### config.mk
export PLATFORM = sky130hd
export DESIGN_NAME = decode_issue_stage_flat
export DESIGN_NICKNAME = d
export VERILOG_FILES = /design/src/rtl/decode_issue_stage_if.sv /design/src/rtl/decode_issue_stage.sv /design/src/flat_wrapper.sv
export SDC_FILE = /design/constraint.sdc
export NUM_CORES = 1
export LEC_CHECK = 0
export CORE_ASPECT_RATIO = 0.75
export CORE_MARGIN = 5
export CORE_UTILIZATION = 49
export DETAILED_ROUTE_END_ITERATION = 10
export HOLD_SLACK_MARGIN = 0.02
export PLACE_DENSITY_LB_ADDON = 0.3
export RECOVER_POWER = 50
export SYNTH_ARGS = -nofsm -noshare
export SYNTH_HDL_FRONTEND = slang
export SYNTH_SLANG_ARGS = --single-unit
### constraint.sdc
create_clock -name clk -period 3.8 [get_ports clk]
set_input_delay 0.76 -clock clk [delete_from_list [all_inputs] [get_ports clk]]
set_output_delay 0.76 -clock clk [all_outputs]
set_load 0.01 [all_outputs]
### src/rtl/decode_issue_stage_if.sv
// rtl/decode_issue_stage_if.sv - fetch/issue/writeback bus of the decode-issue stage
// Purpose: groups the instruction input handshake, the issued-instruction
//   output register, the writeback clear strobes, flush and the stall counter.
// Modports:
//   slave  - decode_issue_stage side (drives in_ready, issue fields, stall_cnt)
//   master - surrounding pipeline side (drives in_instr/in_valid, out_ready,
//            wb_*, flush)
interface decode_issue_stage_if #(
  parameter int OPW  = 5,
  parameter int REGW = 3,
  parameter int IMMW = 21,
  parameter int CNTW = 16
);
  logic [31:0]     in_instr;
  logic            in_valid;
  logic            in_ready;
  logic            out_valid;
  logic            out_ready;
  logic [OPW-1:0]  exc;
  logic [REGW-1:0] rd;
  logic [REGW-1:0] rs1;
  logic [REGW-1:0] rs2;
  logic [IMMW-1:0] imm;
  logic            we_e;
  logic            we_v;
  logic            mem_rd;
  logic            mem_wr;
  logic            illegal;
  logic            wb_e_valid;
  logic [REGW-1:0] wb_e_addr;
  logic            wb_v_valid;
  logic [REGW-1:0] wb_v_addr;
  logic            flush;
  logic [CNTW-1:0] stall_cnt;

  modport slave (
    input  in_instr, in_valid, out_ready, wb_e_valid, wb_e_addr,
           wb_v_valid, wb_v_addr, flush,
    output in_ready, out_valid, exc, rd, rs1, rs2, imm, we_e, we_v,
           mem_rd, mem_wr, illegal, stall_cnt
  );

  modport master (
    output in_instr, in_valid, out_ready, wb_e_valid, wb_e_addr,
           wb_v_valid, wb_v_addr, flush,
    input  in_ready, out_valid, exc, rd, rs1, rs2, imm, we_e, we_v,
           mem_rd, mem_wr, illegal, stall_cnt
  );
endinterface

### src/rtl/decode_issue_stage.sv
// rtl/decode_issue_stage.sv - instruction decode with scalar/vector scoreboard and issue register
// Purpose: decodes 32-bit instructions ([31:27] op, [26:24] rd, [23:21] rs1,
//   [20:18] rs2, [20:0] imm), stalls on RAW/WAW hazards against the pending
//   scalar/vector destination masks, and issues at most one instruction per
//   cycle through a registered valid/ready output.
// Ports:
//   clk   - rising-edge clock
//   rst_n - asynchronous active-low reset
//   bus   - decode_issue_stage_if.slave: in_instr/in_valid/in_ready input
//           handshake, out_valid/out_ready plus exc/rd/rs1/rs2/imm/we_e/we_v/
//           mem_rd/mem_wr/illegal issue fields, wb_e_*/wb_v_* pending-bit
//           clears, flush, stall_cnt
module decode_issue_stage #(
  parameter int OPW  = 5,
  parameter int REGW = 3,
  parameter int IMMW = 21,
  parameter int CNTW = 16
) (
  input logic                clk,
  input logic                rst_n,
  decode_issue_stage_if.slave bus
);
  localparam int NR = 1 << REGW;
  localparam int PW = OPW + 3 * REGW + IMMW + 5;

  localparam logic [0:0] ST_RUN   = 1'b0;
  localparam logic [0:0] ST_STALL = 1'b1;

  logic [OPW-1:0]  op;
  logic [REGW-1:0] rd_f, rs1_f, rs2_f;
  logic [IMMW-1:0] imm_f;
  logic [NR-1:0]   rd_oh, rs1_oh, rs2_oh;
  logic [NR-1:0]   src_e, src_v, dst_e, dst_v;
  logic            legal, m_rd, m_wr;

  logic [NR-1:0]   pending_e_q, pending_e_d, pending_v_q, pending_v_d;
  logic [PW-1:0]   issue_q, issue_d;
  logic            out_valid_q, out_valid_d;
  logic [0:0]      state_q, state_d;
  logic [CNTW-1:0] stall_cnt_q, stall_cnt_d;
  logic            hazard, stall_cond, accept, load;

  assign op    = bus.in_instr[31 -: OPW];
  assign rd_f  = bus.in_instr[26 -: REGW];
  assign rs1_f = bus.in_instr[23 -: REGW];
  assign rs2_f = bus.in_instr[20 -: REGW];
  assign imm_f = bus.in_instr[IMMW-1:0];

  assign rd_oh  = {{(NR-1){1'b0}}, 1'b1} << rd_f;
  assign rs1_oh = {{(NR-1){1'b0}}, 1'b1} << rs1_f;
  assign rs2_oh = {{(NR-1){1'b0}}, 1'b1} << rs2_f;

  always_comb begin
    legal = 1'b1;
    src_e = '0;
    src_v = '0;
    dst_e = '0;
    dst_v = '0;
    m_rd  = 1'b0;
    m_wr  = 1'b0;
    case (op)
      5'b00000: ;
      5'b00001: dst_e = rd_oh;
      5'b00101, 5'b00111: begin
        dst_e = rd_oh;
        src_e = rs1_oh;
      end
      5'b01110: begin
        dst_e = rd_oh;
        src_e = rs1_oh | rs2_oh;
      end
      5'b01010: begin
        dst_v = rd_oh;
        src_v = rs1_oh | rs2_oh;
      end
      5'b00010: begin
        dst_v = rd_oh;
        src_e = rs1_oh;
      end
      5'b01000, 5'b01100: begin
        dst_v = rd_oh;
        src_v = rs1_oh;
        src_e = rs2_oh;
      end
      5'b11100: begin
        src_e = rs1_oh;
        if (bus.in_instr[20]) begin
          // Store reads the vector register named by rd; it has no destination.
          src_v = rd_oh;
          m_wr  = 1'b1;
        end else begin
          dst_v = rd_oh;
          m_rd  = 1'b1;
        end
      end
      default: legal = 1'b0;
    endcase
  end

  // Destination bits are included so a second writer waits for the first (WAW).
  assign hazard     = |((src_e | dst_e) & pending_e_q) | |((src_v | dst_v) & pending_v_q);
  assign stall_cond = bus.in_valid & hazard;
  assign bus.in_ready = rst_n & (!out_valid_q | bus.out_ready) & !stall_cond;
  assign accept     = bus.in_valid & bus.in_ready;
  // A flushed accept is dropped entirely, so it must not reserve a register.
  assign load       = accept & !bus.flush;

  always_comb begin
    issue_d     = issue_q;
    out_valid_d = out_valid_q;
    if (bus.flush) begin
      out_valid_d = 1'b0;
    end else if (accept) begin
      out_valid_d = 1'b1;
      issue_d     = {(legal ? op : {OPW{1'b0}}), rd_f, rs1_f, rs2_f, imm_f,
                     |dst_e, |dst_v, m_rd, m_wr, !legal};
    end else if (bus.out_ready) begin
      out_valid_d = 1'b0;
    end
  end

  // Clear first, then set, so a same-edge set of the same bit wins.
  always_comb begin
    pending_e_d = pending_e_q;
    pending_v_d = pending_v_q;
    if (bus.wb_e_valid) pending_e_d[bus.wb_e_addr] = 1'b0;
    if (bus.wb_v_valid) pending_v_d[bus.wb_v_addr] = 1'b0;
    if (load) begin
      pending_e_d = pending_e_d | dst_e;
      pending_v_d = pending_v_d | dst_v;
    end
  end

  always_comb begin
    state_d = state_q;
    case (state_q)
      ST_RUN:   if (stall_cond) state_d = ST_STALL;
      ST_STALL: if (!stall_cond) state_d = ST_RUN;
      default:  state_d = ST_RUN;
    endcase
    stall_cnt_d = stall_cnt_q;
    if (state_d == ST_STALL && stall_cnt_q != {CNTW{1'b1}})
      stall_cnt_d = stall_cnt_q + 1'b1;
  end

  always_ff @(posedge clk or negedge rst_n) begin
    if (!rst_n) begin
      issue_q     <= '0;
      out_valid_q <= 1'b0;
      pending_e_q <= '0;
      pending_v_q <= '0;
      state_q     <= ST_RUN;
      stall_cnt_q <= '0;
    end else begin
      issue_q     <= issue_d;
      out_valid_q <= out_valid_d;
      pending_e_q <= pending_e_d;
      pending_v_q <= pending_v_d;
      state_q     <= state_d;
      stall_cnt_q <= stall_cnt_d;
    end
  end

  assign {bus.exc, bus.rd, bus.rs1, bus.rs2, bus.imm,
          bus.we_e, bus.we_v, bus.mem_rd, bus.mem_wr, bus.illegal} = issue_q;
  assign bus.out_valid = out_valid_q;
  assign bus.stall_cnt = stall_cnt_q;
endmodule

### src/flat_wrapper.sv
// flat-port wrapper written by rule: the top's interface ports become plain ports
module decode_issue_stage_flat 
#(
  parameter int OPW  = 5,
  parameter int REGW = 3,
  parameter int IMMW = 21,
  parameter int CNTW = 16
)
  (clk, rst_n, bus_in_instr, bus_in_valid, bus_out_ready, bus_wb_e_valid, bus_wb_e_addr, bus_wb_v_valid, bus_wb_v_addr, bus_flush, bus_in_ready, bus_out_valid, bus_exc, bus_rd, bus_rs1, bus_rs2, bus_imm, bus_we_e, bus_we_v, bus_mem_rd, bus_mem_wr, bus_illegal, bus_stall_cnt);
  decode_issue_stage_if #(.OPW(OPW), .REGW(REGW), .IMMW(IMMW), .CNTW(CNTW)) bus_i ();
  input logic clk;
  input logic rst_n;
  input wire logic [$bits(bus_i.in_instr)-1:0] bus_in_instr;
  input wire logic [$bits(bus_i.in_valid)-1:0] bus_in_valid;
  input wire logic [$bits(bus_i.out_ready)-1:0] bus_out_ready;
  input wire logic [$bits(bus_i.wb_e_valid)-1:0] bus_wb_e_valid;
  input wire logic [$bits(bus_i.wb_e_addr)-1:0] bus_wb_e_addr;
  input wire logic [$bits(bus_i.wb_v_valid)-1:0] bus_wb_v_valid;
  input wire logic [$bits(bus_i.wb_v_addr)-1:0] bus_wb_v_addr;
  input wire logic [$bits(bus_i.flush)-1:0] bus_flush;
  output wire logic [$bits(bus_i.in_ready)-1:0] bus_in_ready;
  output wire logic [$bits(bus_i.out_valid)-1:0] bus_out_valid;
  output wire logic [$bits(bus_i.exc)-1:0] bus_exc;
  output wire logic [$bits(bus_i.rd)-1:0] bus_rd;
  output wire logic [$bits(bus_i.rs1)-1:0] bus_rs1;
  output wire logic [$bits(bus_i.rs2)-1:0] bus_rs2;
  output wire logic [$bits(bus_i.imm)-1:0] bus_imm;
  output wire logic [$bits(bus_i.we_e)-1:0] bus_we_e;
  output wire logic [$bits(bus_i.we_v)-1:0] bus_we_v;
  output wire logic [$bits(bus_i.mem_rd)-1:0] bus_mem_rd;
  output wire logic [$bits(bus_i.mem_wr)-1:0] bus_mem_wr;
  output wire logic [$bits(bus_i.illegal)-1:0] bus_illegal;
  output wire logic [$bits(bus_i.stall_cnt)-1:0] bus_stall_cnt;
  assign bus_i.in_instr = bus_in_instr;
  assign bus_i.in_valid = bus_in_valid;
  assign bus_i.out_ready = bus_out_ready;
  assign bus_i.wb_e_valid = bus_wb_e_valid;
  assign bus_i.wb_e_addr = bus_wb_e_addr;
  assign bus_i.wb_v_valid = bus_wb_v_valid;
  assign bus_i.wb_v_addr = bus_wb_v_addr;
  assign bus_i.flush = bus_flush;
  assign bus_in_ready = bus_i.in_ready;
  assign bus_out_valid = bus_i.out_valid;
  assign bus_exc = bus_i.exc;
  assign bus_rd = bus_i.rd;
  assign bus_rs1 = bus_i.rs1;
  assign bus_rs2 = bus_i.rs2;
  assign bus_imm = bus_i.imm;
  assign bus_we_e = bus_i.we_e;
  assign bus_we_v = bus_i.we_v;
  assign bus_mem_rd = bus_i.mem_rd;
  assign bus_mem_wr = bus_i.mem_wr;
  assign bus_illegal = bus_i.illegal;
  assign bus_stall_cnt = bus_i.stall_cnt;
  decode_issue_stage #(.OPW(OPW), .REGW(REGW), .IMMW(IMMW), .CNTW(CNTW)) u_core (.clk(clk), .rst_n(rst_n), .bus(bus_i));
endmodule
==> results.py <==
metrics = {
    "outcome": {
        "status": "complete, but fails checks",
        "violations": "max-capacitance violations, max-slew violations",
    },
    "final_layout": {
        "nNetsFinal": 581,
        "layout_commonest_cell": "dfrtp_1",
        "num_antenna_cells": 0,
        "final_cell_mix": "70 x dfrtp_1, 66 x buf_4, 59 x clkdlybuf4s50_1, 28 x nand2_1, 28 x dlygate4sd3_1",
        "drive_gt1_share_pct": 26.0,
        "area_growth_pct": 43.2,
    },
    "min_path": {
        "min-delay-path-class": "reg -> reg",
    },
    "setup_path": {
        "r2r_cells": 10,
        "critPathCaptureType": "primary output",
        "crit_type": "in -> out",
        "required_ns": 3.04,
        "r2r-end": "u_core.issue_q[22]$_DFFE_PN0P_",
        "arrival_ns": 2.89,
        "r2r_start": "u_core.pending_v_q[2]$_DFF_PN0_",
        "reg2reg_slack_ns": 0.38,
        "crit_end": "bus_in_ready",
        "critPathMaxFanout": 7,
        "critical_path.startpoint": "bus_in_instr[19]",
        "startpoint_type": "input pin",
    },
    "floorplanning": {
        "die_x_um": 114,
        "start_util_pct": 50.4,
        "pin_count": 103,
        "dieArea_mm2": 0.0101,
        "fp.dieH_um": 88.2,
        "coreArea_mm2": 0.00792,
        "rows": 28,
    },
    "synth": {
        "synth-main-ff-cell": "dfrtp_1",
        "ys_ff_latch": 70,
        "async_reset_ff_share_pct": 100,
        "ys_types": 56,
        "synth_edf_count": 0,
        "synth_top_area_cell": "dfrtp_1",
        "synth_top_area_share_pct": 43.9,
        "yosysWarnings": 0,
        "synth_nets": 426,
        "synthCells": 380,
        "yosysSeqAreaShare_pct": 43.9,
        "avgSynthCellArea_um2": 10.5,
        "synth.area.top_cells": "dfrtp_1 44%, mux2_4 10%, o31ai_1 4.3%",
        "synth_area_mm2": 0.00399,
    },
    "clocking": {
        "worstSkewPairLatency_ns": 0.34,
        "cts_htree_levels": 3,
        "numCtsBuffers": 9,
        "clkTransAtPathRegs_ns": 0.06,
        "ctsHoldBuffers": 0,
        "cts_tree": "done",
        "clock-root-buffer": "clkbuf_8",
        "cts_sinks": 70,
        "post_cts_buffers": 0,
        "clk_path_buf_depth": 2,
    },
    "grt": {
        "grt_max_degree": 71,
        "grt_pass1_vias": 3640,
        "grt_pass1_wl_mm": 18.7,
        "grt.overflow.total": 0,
        "grtUsageTotal_pct": 23.5,
        "antenna_found_initial": 0,
    },
    "power_and_ir_drop": {
        "power_frac_clock_pct": 28.1,
        "seqPwrFrac_pct": 44.8,
        "power_mw": 1.99,
        "p_leak_nw": 2.57,
        "intPower_mw": 1.45,
        "p_switching_mw": 0.539,
        "ir_drop_mv": 0.243,
        "switching_share_pct": 27.1,
        "combPwrFrac_pct": 27.1,
        "p_per_area_mw_per_mm2": 347,
    },
    "sta": {
        "finalMaxSlewViolations": 71,
        "fin_skew_ns": 0.0119,
        "whs_ns": 0.504,
        "hold_viol": 0,
        "setup_viol": 0,
        "relSlewSlack_pct": -11.3,
        "worstMarginPinSlew_ns": 1.67,
        "rsz0062_at_grt": "no",
        "fin_crit_sh_pct": 96.2,
        "finalCriticalPeriod_ns": 3.65,
        "fmax_ghz": 0.274,
    },
    "detailed_routing": {
        "vias_per_cell": 5.59,
        "drcViolationCount": 0,
        "dr.first_iter.drc_count": 254,
        "wl_per_cell_um": 17.7,
        "routed_wl_mm": 11.4,
        "firstDrtPassIters": 5,
        "vias": 3595,
        "drt.antenna.violating_nets": 0,
    },
    "placed_design": {
        "gp_congestion": 0.965,
        "dp_hpwl_mm": 8.94,
        "numPortBuffers": 102,
    },
    "flow_run": {
        "drv_cap": 1,
    },
}
==> cells in the mapped netlist (2+ instances only) <==
cell type  number
clkbuf_1       13
nand3_1        14
dfrtp_1        70
a2111oi_0       2
o21ai_0        18
mux2_4         27
o22ai_1         4
mux2i_1         8
o211ai_1        2
nand3b_1        5
nor3_1          2
nand4_1        18
nand2b_1       15
nand2_1        28
o31ai_1        23
or3b_2          2
mux2_2         11
or3_1           3
nor2b_1         8
inv_1          14
buf_4           4
nor2_1          9
a21oi_1         7
and4_1          2
nor3b_1         6
buf_2           8
and3_1         11
buf_6           3
xnor2_1        14
nor4bb_1        3
==> metrics by stage <==
stage	worst slack [ns]	std cells	instance area, um^2	setup TNS, ns	utilization [%]
after floorplan	0.156	380	3990	0	-
after global placement	-0.609	629	5560	-23.45	70.2
after detailed placement	-0.640	629	5560	-27.88	70.2
after CTS	0.00684	643	5730	0	72.4
after global routing	0.0212	643	5720	0	72.2
final	0.145	643	5720	0	72.2
==> power by group through the flow <==
stage / sequential, mW / combinational [mW] / clock, mW
after floorplan: 0.934 / 0.204 / 0
after global placement: 0.901 / 0.553 / 0
after CTS: 0.894 / 0.567 / 0.574
final: 0.891 / 0.538 / 0.557
after global routing: 0.904 / 0.579 / 0.610
after detailed placement: 0.907 / 0.568 / 0
==> per-layer routing <==
metal	track usage, %	vias to the layer above	wire (um)
li1	-	1716	-
met1	32.4	1731	5270
met2	36.7	130	5210
met3	6.35	18	717
met4	7.01	0	191
met5	0	-	0
==> worst min path at each step <==
stage,slack (ns),startpoint,cells after the start,end
floorplan,0.46,rst_n,0,u_core.bus.out_valid$_DFFE_PN0P_
global placement,0.49,u_core.issue_q[6]$_DFFE_PN0P_,1,u_core.issue_q[6]$_DFFE_PN0P_
detailed placement,0.49,u_core.issue_q[21]$_DFFE_PN0P_,1,u_core.issue_q[21]$_DFFE_PN0P_
CTS,0.51,u_core.bus.stall_cnt[10]$_DFFE_PN0P_,1,u_core.bus.stall_cnt[10]$_DFFE_PN0P_
global route,0.51,u_core.issue_q[21]$_DFFE_PN0P_,1,u_core.issue_q[21]$_DFFE_PN0P_
finish,0.50,u_core.issue_q[2]$_DFFE_PN0P_,1,u_core.issue_q[2]$_DFFE_PN0P_
==> logic make-up after synthesis <==
group,share of synthesized area (%)
and+or+nand+nor,19.9
AOI/OAI and AO/OA,12.2
DFF,43.9
muxes,15.3
buffers and inverters,5.14
xor gates and xnor gates,3.29
adders and majority gates,0.313
==> what timing repair did <==
item                                    4_1_cts  5_1_grt
pin swaps                                     2        5
endpoints found under the setup margin       54        1
gates resized for setup                      19       16
==> critical path: stages <==
cell             delay [ns]
clkdlybuf4s50_1        0.42
buf_4                  0.17
nor3b_1                0.22
a41oi_1                0.09
or4b_2                 0.62
o211ai_1               0.12
nor4b_2                0.09
nand4_2                0.12
a21oi_2                0.06
clkdlybuf4s15_2        0.23
==> area by class of cell <==
type	count	area (um^2)
fillers	598	2200
multi-input cells	268	2060
clock inverters	4	50.0
clock buffers	10	128
well taps	105	131
inverters	14	52.6
flip-flops and latches	70	1750
repair buffers	172	1550
==> sequential cells by signal, indices dropped and copies added, names as in the netlist <==
register and flops:
u_core.issue_q 37, u_core.pending_e_q 8, u_core.bus.stall_cnt 16, u_core.pending_v_q 8, u_core.bus.out_valid 1
Power figures use the tool's default switching activity.
